==> src/rtl/udc_mon_pkg.sv <==
// Shared types for the up/down-counter trend monitor.
//   DATA_W        : sample width
//   state_t       : trend FSM states
//   ev_kind_t     : turnaround event kind (peak / trough)
//   turn_event_t  : queued turnaround event {kind, value}
package udc_mon_pkg;

  localparam int DATA_W = 8;

  typedef enum logic [1:0] {
    ST_IDLE   = 2'd0,
    ST_PRIMED = 2'd1,
    ST_UP     = 2'd2,
    ST_DOWN   = 2'd3
  } state_t;

  typedef enum logic {
    EV_PEAK   = 1'b0,
    EV_TROUGH = 1'b1
  } ev_kind_t;

  typedef struct packed {
    ev_kind_t             kind;
    logic [DATA_W-1:0]    value;
  } turn_event_t;

  localparam logic [1:0] DIR_UNKNOWN = 2'd0;
  localparam logic [1:0] DIR_UP      = 2'd1;
  localparam logic [1:0] DIR_DOWN    = 2'd2;

endpackage

==> src/rtl/udc_mon_fifo.sv <==
// Turnaround-event FIFO for udc_trend_monitor.
// Ports:
//   clock, areset   : clock and synchronous active-high reset
//   push, push_data : write request and packed event {kind, value}
//   pop             : read request (ignored while empty)
//   head            : oldest entry, zero while empty
//   full, empty     : occupancy flags
//   level           : number of occupied entries
// A push into a full FIFO is accepted only when a pop happens in the same
// cycle; otherwise it is dropped and the stored contents are untouched.
module udc_mon_fifo
  import udc_mon_pkg::*;
#(
  parameter int DEPTH = 4
) (
  input  logic                         clock,
  input  logic                         areset,
  input  logic                         push,
  input  logic [DATA_W:0]              push_data,
  input  logic                         pop,
  output logic [DATA_W:0]              head,
  output logic                         full,
  output logic                         empty,
  output logic [$clog2(DEPTH+1)-1:0]   level
);

  localparam int AW = $clog2(DEPTH);
  localparam int LW = $clog2(DEPTH+1);

  logic [DATA_W:0] mem [DEPTH];
  logic [AW-1:0]   rd_ptr;
  logic [AW-1:0]   wr_ptr;
  logic            do_push;
  logic            do_pop;

  assign empty   = (level == '0);
  assign full    = (level == LW'(DEPTH));
  assign do_pop  = pop && !empty;
  // When full, the slot being written is the head being popped this cycle.
  assign do_push = push && (!full || do_pop);
  assign head    = empty ? '0 : mem[rd_ptr];

  always_ff @(posedge clock) begin
    if (areset) begin
      rd_ptr <= '0;
      wr_ptr <= '0;
      level  <= '0;
    end else begin
      if (do_push) begin
        mem[wr_ptr] <= push_data;
        wr_ptr      <= wr_ptr + AW'(1);
      end
      if (do_pop) begin
        rd_ptr <= rd_ptr + AW'(1);
      end
      if (do_push && !do_pop) begin
        level <= level + LW'(1);
      end else if (do_pop && !do_push) begin
        level <= level - LW'(1);
      end
    end
  end

endmodule

==> src/rtl/udc_trend_monitor.sv <==
// Trend monitor for an up/down counter sample stream.
// Tracks rising/falling trend of data_in and queues a peak or trough event
// whenever the trend reverses. Optional running min/max statistics are built
// only when UDC_MON_STATS_EN is defined; otherwise min_val/max_val read 0.
// Ports:
//   clock, areset          : clock and synchronous active-high reset
//   data_in, data_valid    : sample input
//   dir                    : 0 unknown, 1 up, 2 down (registered)
//   turn_valid/kind/data   : head of event FIFO, turn_ready pops it
//   fifo_level             : occupied FIFO entries
//   overflow               : sticky, an event was dropped
//   min_val, max_val       : running extrema
//
// state     | meaning
// ST_IDLE   | no sample seen since reset
// ST_PRIMED | reference sample held, no change seen yet
// ST_UP     | last non-zero change was rising
// ST_DOWN   | last non-zero change was falling
module udc_trend_monitor
  import udc_mon_pkg::*;
#(
  parameter int DEPTH = 4
) (
  input  logic                         clock,
  input  logic                         areset,
  input  logic [7:0]                   data_in,
  input  logic                         data_valid,
  output logic [1:0]                   dir,
  output logic                         turn_valid,
  output logic                         turn_kind,
  output logic [7:0]                   turn_data,
  input  logic                         turn_ready,
  output logic [$clog2(DEPTH+1)-1:0]   fifo_level,
  output logic                         overflow,
  output logic [7:0]                   min_val,
  output logic [7:0]                   max_val
);

  state_t            state;
  logic [DATA_W-1:0] prev;
  logic [DATA_W-1:0] delta;
  logic              rising;
  logic              falling;
  logic              push;
  turn_event_t       push_ev;
  logic [DATA_W:0]   head;
  logic              full;
  logic              empty;

  // Modular difference: 255->0 reads as +1, 0->255 as -1, 128 counts as falling.
  assign delta   = data_in - prev;
  assign rising  = (delta != '0) && !delta[DATA_W-1];
  assign falling = delta[DATA_W-1];

  always_comb begin
    push          = 1'b0;
    push_ev.kind  = EV_PEAK;
    push_ev.value = prev;
    if (data_valid) begin
      if (state == ST_UP && falling) begin
        push = 1'b1;
      end else if (state == ST_DOWN && rising) begin
        push         = 1'b1;
        push_ev.kind = EV_TROUGH;
      end
    end
  end

  always_ff @(posedge clock) begin
    if (areset) begin
      state    <= ST_IDLE;
      dir      <= DIR_UNKNOWN;
      prev     <= '0;
      overflow <= 1'b0;
    end else begin
      // Full implies non-empty, so a ready consumer always frees a slot.
      if (push && full && !turn_ready) begin
        overflow <= 1'b1;
      end
      if (data_valid) begin
        prev <= data_in;
        case (state)
          ST_IDLE: begin
            state <= ST_PRIMED;
            dir   <= DIR_UNKNOWN;
          end
          ST_PRIMED: begin
            if (rising) begin
              state <= ST_UP;
              dir   <= DIR_UP;
            end else if (falling) begin
              state <= ST_DOWN;
              dir   <= DIR_DOWN;
            end
          end
          ST_UP: begin
            if (falling) begin
              state <= ST_DOWN;
              dir   <= DIR_DOWN;
            end
          end
          ST_DOWN: begin
            if (rising) begin
              state <= ST_UP;
              dir   <= DIR_UP;
            end
          end
          default: begin
            state <= ST_IDLE;
            dir   <= DIR_UNKNOWN;
          end
        endcase
      end
    end
  end

  udc_mon_fifo #(
    .DEPTH (DEPTH)
  ) u_fifo (
    .clock     (clock),
    .areset    (areset),
    .push      (push),
    .push_data (push_ev),
    .pop       (turn_ready),
    .head      (head),
    .full      (full),
    .empty     (empty),
    .level     (fifo_level)
  );

  assign turn_valid = !empty;
  assign turn_kind  = head[DATA_W];
  assign turn_data  = head[DATA_W-1:0];

`ifdef UDC_MON_STATS_EN
  always_ff @(posedge clock) begin
    if (areset) begin
      min_val <= 8'hFF;
      max_val <= 8'h00;
    end else if (data_valid) begin
      if (data_in < min_val) min_val <= data_in;
      if (data_in > max_val) max_val <= data_in;
    end
  end
`else
  assign min_val = 8'h00;
  assign max_val = 8'h00;
`endif

endmodule

==> config.mk <==
export PLATFORM = sky130hd
export DESIGN_NAME = udc_trend_monitor
export DESIGN_NICKNAME = d
export VERILOG_FILES = /design/src/rtl/udc_mon_pkg.sv /design/src/rtl/udc_mon_fifo.sv /design/src/rtl/udc_trend_monitor.sv
export SDC_FILE = /design/constraint.sdc
export NUM_CORES = 1
export LEC_CHECK = 0
export CORE_ASPECT_RATIO = 1.4
export CORE_MARGIN = 5
export CORE_UTILIZATION = 42
export DETAILED_ROUTE_END_ITERATION = 16
export MAX_ROUTING_LAYER = met4
export SLEW_MARGIN = 5
export SYNTH_ARGS = -nofsm -noshare
export SYNTH_HDL_FRONTEND = slang
export SYNTH_SLANG_ARGS = --single-unit
==> constraint.sdc <==
create_clock -name clock -period 5.1 [get_ports clock]
set_input_delay 0.765 -clock clock [delete_from_list [all_inputs] [get_ports clock]]
set_output_delay 0.765 -clock clock [all_outputs]
set_load 0.05 [all_outputs]
## After elaboration in Yosys (flattened, before gate mapping)

Memories as Yosys holds them, arrays and structs flattened. A register that Yosys moved wholly into a read port is not among the register bits.
Index checks and enable logic that the tools add are counted.

| storage, ports and cells | value |
|---|---|
| bits in writable memories | 36 |
| word-level logic and storage cells | 60 |
| memories kept | 1 |
| register bits after elaboration | 20 |
| input bits | 12 |

Memory list:

| memory | words | width | read ports | clocked after memory_dff | write ports | line | source |
|---|---|---|---|---|---|---|---|
| u_fifo.mem | 4 | 9 | 1 | 1 | 1 | udc_mon_fifo.sv:30 | `logic [DATA_W:0] mem [DEPTH];` |

| operators by class | value |
|---|---|
| equal/unequal tests | 5 |
| add/sub/neg operators | 5 |
| mux-type cells | 21 |
| reductions and logical operators | 21 |

Operator list:

| kind | number |
|---|---|
| $mux W2 | 8 |
| $pmux W2 S4 | 2 |
| $logic_and A1 B1 Y1 | 9 |
| $mux W9 | 1 |
| $mux W1 | 8 |
| $reduce_bool A8 Y1 | 1 |
| $sub A8 B8 Y8 | 1 |
| $logic_not A1 Y1 | 6 |
| $mux W3 | 2 |
| $add A2 B1 Y2 const B | 2 |
| $eq A2 B2 Y1 const B | 2 |
| $add A3 B1 Y3 const B | 1 |
| $eq A3 B3 Y1 const B | 1 |
| $logic_not A3 Y1 | 1 |
| $sub A3 B1 Y3 const B | 1 |
| $eq A2 B1 Y1 const B | 1 |
| $logic_not A2 Y1 | 1 |
| $ne A2 B2 Y1 const B | 1 |
| $reduce_and A2 Y1 | 1 |
| $reduce_bool A2 Y1 | 1 |
| $logic_or A1 B1 Y1 | 1 |

## Longest topological paths before layout

| logic depth | value |
|---|---|
| word-level depth | 12 |
| mapped depth | 16 |

## Hierarchy

From an unflattened synthesis, not the netlist that was laid out.

| second synthesis, totals | value |
|---|---|
| cell total of the unflattened synthesis | 230 |
| area total of the unflattened synthesis | 2876.5 um^2 |

Modules (own cells, without submodules):

| module | times used | cells each | area each (um^2) |
|---|---|---|---|
| udc_mon_fifo | 1 | 107 | 1841.8 |
| udc_trend_monitor | 1 | 123 | 1034.7 |

## Worst setup path before layout

No wires, ideal clock.

| timing path | value |
|---|---|
| kind | input port to flip-flop |
| from | input port data_in[0] |
| to | register u_fifo.level[2] |
| path buffers | 0 |
| slack | 1.518 ns |
| arrival | 3.511 ns |
| stages | 16 |
| setup time | 0.071 ns |
| cells stage by stage | inv_1 -> ha_1 -> fa_1 -> nand2b_1 -> a21oi_1 -> a2111oi_0 -> a41o_2 -> nand4b_4 -> a31oi_4 -> inv_1 -> ha_1 -> inv_1 -> fa_1 -> xor2_1 -> or3_1 -> a21oi_1 |

| between the ends | value |
|---|---|
| longest elaborated chain between the ends | 11 |
| elaborated cells between the ends (all ways) | 15 |

Ends and longest elaborated chain:

| element | line | source |
|---|---|---|
| from (decl) | udc_trend_monitor.sv:26 | `input logic [7:0] data_in,` |
| $sub A8 B8 Y8 (*) | udc_trend_monitor.sv:51 | `assign delta = data_in - prev;` |
| $reduce_bool A8 Y1 or $logic_not A1 Y1 (tied branches) | udc_trend_monitor.sv:52 | `assign rising = (delta != '0) && !delta[DATA_W-1];` |
| $logic_and A1 B1 Y1 | udc_trend_monitor.sv:52 |  |
| $logic_and A1 B1 Y1 | udc_trend_monitor.sv:62 | `end else if (state == ST_DOWN && rising) begin` |
| $mux W1 | udc_trend_monitor.sv:62 |  |
| $mux W1 (*) | udc_trend_monitor.sv:60 | `if (state == ST_UP && falling) begin` |
| $mux W1 (*) | udc_trend_monitor.sv:59 | `if (data_valid) begin` |
| $logic_and A1 B1 Y1 (*) | udc_mon_fifo.sv:40 | `assign do_push = push && (!full \|\| do_pop);` |
| $logic_not A1 Y1 | udc_mon_fifo.sv:58 | `end else if (do_pop && !do_push) begin` |
| $logic_and A1 B1 Y1 | udc_mon_fifo.sv:58 |  |
| $reduce_bool A2 Y1 (no line) | -- |  |
| to (signal assigned) | udc_mon_fifo.sv:57 | `level <= level + LW'(1);` |
| to (signal assigned) | udc_mon_fifo.sv:59 | `level <= level - LW'(1);` |
| to (decl) | udc_mon_fifo.sv:24 | `output logic [$clog2(DEPTH+1)-1:0] level` |

Every way passes the cells marked *; elsewhere a longest branch is shown, timed or not.
A chain may end at the register's enable or synchronous reset.

## Final worst setup path

Same ends and word-level chain as after synthesis.

==> impl_metrics.py <==
metrics = {
    "route": {
        "dr_total_vias": 1711,
        "wl_per_cell_um": 13.7,
        "drt_first_iter_violations": 94,
        "viasPerCell": 4.79,
        "drc_errors": 0,
        "drt_wl_total_um": 4910,
        "drtPass1Iterations": 4,
        "ant_nets": 0,
    },
    "synthesis": {
        "synth_edf_count": 36,
        "synth_cell_types": 45,
        "ys_top_cells_by_count": "edfxtp_1 (36), nor2_1 (23), dfxtp_1 (22), buf_4 (16), inv_1 (16)",
        "async_flop_share_pct": 0,
        "netlist_instances": 225,
        "yosysTopAreaCell": "edfxtp_1",
        "synth.avg_cell_area_um2": 12.8,
        "ys_seq_area_share_pct": 53.0,
        "yosys-top-cells-area": "edfxtp_1 (38%), dfxtp_1 (15%), mux4_2 (7.1%)",
        "ys.warnings.count": 0,
        "syn_area_um2": 2870,
        "synth_ff_type": "edfxtp_1",
        "synth_seq_cells": 58,
        "synth.top_cell.area_share_pct": 37.7,
        "synth_most_common_cell": "edfxtp_1",
    },
    "worst_setup_path": {
        "r2r_start": "prev[4]$_SDFFE_PP0P_",
        "worstPathRequired_ns": 5.36,
        "crit_fanout": 7,
        "end_kind": "flop",
        "worstSetupPathType": "in -> reg",
        "rrSetupSlack_ns": 1.57,
        "cp.arrival_ns": 4.22,
        "crit_path_start_kind": "input pin",
        "ff2ff_path_depth": 14,
        "r2r-end": "u_fifo.level[2]$_SDFFE_PP0P_",
        "startpoint": "data_in[0]",
    },
    "grt": {
        "grt_util_all_layers_pct": 12.9,
        "grt_pass1_wl_um": 8050,
        "grt.overflow.total": 0,
        "antenna_found_initial": 0,
        "grt_max_degree": 29,
        "grt_pass1_vias": 1729,
    },
    "cells_and_area": {
        "final_nets": 286,
        "diodes": 0,
        "layout-drive-gt1-share_pct": 14.7,
        "instances_no_fill": 357,
        "fin_area_um2": 3390,
        "syn_to_final_growth_pct": 18.1,
        "fillerInstances": 588,
    },
    "hold_path": {
        "worstHoldEndpoint": "overflow$_SDFFE_PP0P_",
        "hold_path_class": "reg -> reg",
        "hold_start": "overflow$_SDFFE_PP0P_",
        "hold_depth": 2,
    },
    "floorplan": {
        "fp.dieW_um": 79.9,
        "pin_count": 44,
        "fp.coreArea_um2": 6610,
        "dieArea_um2": 8610,
        "initial_core_util_pct": 43.4,
        "fp.dieH_um": 108,
        "rows": 35,
    },
    "place": {
        "post-place-cells": 341,
        "portBuffers": 27,
        "place_area_um2": 3200,
        "gp_congestion": 0.866,
        "dp_hpwl_um": 3490,
    },
    "timing": {
        "slew_violations": 0,
        "rsz0062_at_grt": "false",
        "tightest_slew_ns": 0.751,
        "whs_ns": 0.469,
        "hold_viol": 0,
        "setup_tns_ns": 0,
        "period_share_pct": 77.8,
        "fmax_mhz": 252,
        "clock_skew_ns": 0.00734,
        "setup_viol": 0,
        "period_minus_slack_ns": 3.97,
        "relSlewSlack_pct": 49.8,
    },
    "power": {
        "power.density_nw_per_um2": 446,
        "peakVddDrop_mv": 0.160,
        "report.power.total_mw": 1.51,
        "p_leak_nw": 1.27,
    },
    "flow_run": {
        "cap_violations": 0,
    },
    "clock_tree": {
        "cts_root_buffer": "clkbuf_8",
        "cts.path.max_buffers": 2,
        "clk_latency_ns": 0.33,
        "cts_setup_buffers": 0,
        "ctsResizeCount": 0,
        "cts_tree": "done",
        "cts_sinks": 58,
        "htree_levels": 3,
        "cts_buffers": 9,
        "cts_hold_buf": 0,
        "clkTransAtPathRegs_ns": 0.06,
    },
    "outcome": {
        "status": "finished, final reports clean",
    },
}
==> metal layers <==
metal  GRT usage, %  wire (um)  share of wire [%]  up-vias
li1               -          -                  -      840
met1           14.3       1990                 41      824
met2           21.7       2590                 53       39
met3           3.60        239                4.9        8
met4           5.68         82                1.7        0
met5              -          0                  0        -
==> flip-flops by register name, indices dropped and copies added (netlist names), named ones only <==
signal         flops
dir                2
state              2
u_fifo.wr_ptr      2
prev               8
u_fifo.mem        36
overflow           1
u_fifo.rd_ptr      2
u_fifo.level       3
==> stage by stage <==
| stage | util, % | setup WS, ns |
|---|---|---|
| 2_1_floorplan | - | 1.52 |
| 3_3_place_gp | 48.4 | 0.874 |
| 3_5_place_dp | 48.4 | 0.783 |
| 4_1_cts | 51.2 | 1.12 |
| 5_1_grt | 51.2 | 0.901 |
| 6_report | 51.2 | 1.13 |
==> cell families after synthesis <==
kind of cell	synth area share (%)
AND/OR/NAND/NOR	11.6
flip-flops	53.0
AO/OA/AOI/OAI	7.02
buffers and inverters	7.20
multiplexers	11.1
other	0.131
XOR/XNOR	3.31
adder cells (fa/ha/maj)	6.63
==> power by group <==
part / total, mW / switching, mW / internal, mW
Clock: 0.396 / 0.175 / 0.221
Combinational: 0.550 / 0.344 / 0.206
Sequential: 0.563 / 0.0406 / 0.522
==> layout make-up <==
| type | instances | area (um^2) | share of cell area (%) |
|---|---|---|---|
| clock inverter | 6 | 57.6 | 1.70 |
| timing repair buffer | 32 | 308 | 9.09 |
| clock buffer | 10 | 128 | 3.77 |
| sequential | 58 | 1520 | 44.9 |
| tap | 92 | 115 | 3.40 |
| multi-input combinational | 143 | 1200 | 35.4 |
| inverter | 16 | 60.1 | 1.77 |
==> placed cells by master (no fill, tap or decap), types with 2 or more instances in the layout <==
cell type	instances
a21oi_1	9
and2_1	10
buf_4	5
clkbuf_8	9
clkdlybuf4s50_1	27
clkinv_1	2
clkinvlp_4	2
conb_1	16
dfxtp_1	22
edfxtp_1	36
fa_1	2
ha_1	12
inv_1	16
mux2i_1	10
mux4_2	9
nand2_1	5
nand2b_1	3
nor2_1	23
nor3_1	2
nor3b_1	4
o2111ai_1	2
o21a_1	2
o21ai_0	2
or3_1	2
xnor2_1	4
xor2_1	5
==> critical path, stage by stage <==
cell and delay [ns]:
clkdlybuf4s50_1 0.48, inv_1 0.05, ha_1 0.21, fa_1 0.40, nand2b_1 0.16, a21oi_1 0.24
a2111oi_0 0.15, a41o_2 0.24, nand4b_4 0.21, a31oi_4 0.29, inv_1 0.08, ha_1 0.20
inv_1 0.07, fa_1 0.17, xor2_1 0.07, or3_1 0.30, a21oi_1 0.13
==> how the worst max path moves through the flow <==
stage / to / depth (start not counted)
after CTS: u_fifo.level[2]$_SDFFE_PP0P_ / 17
after floorplan: u_fifo.level[2]$_SDFFE_PP0P_ / 16
after global routing: u_fifo.level[2]$_SDFFE_PP0P_ / 17
final: u_fifo.level[2]$_SDFFE_PP0P_ / 17
after global placement: u_fifo.level[2]$_SDFFE_PP0P_ / 14
after detailed placement: u_fifo.level[2]$_SDFFE_PP0P_ / 17
No activity file was read; power rests on OpenSTA's default activity.
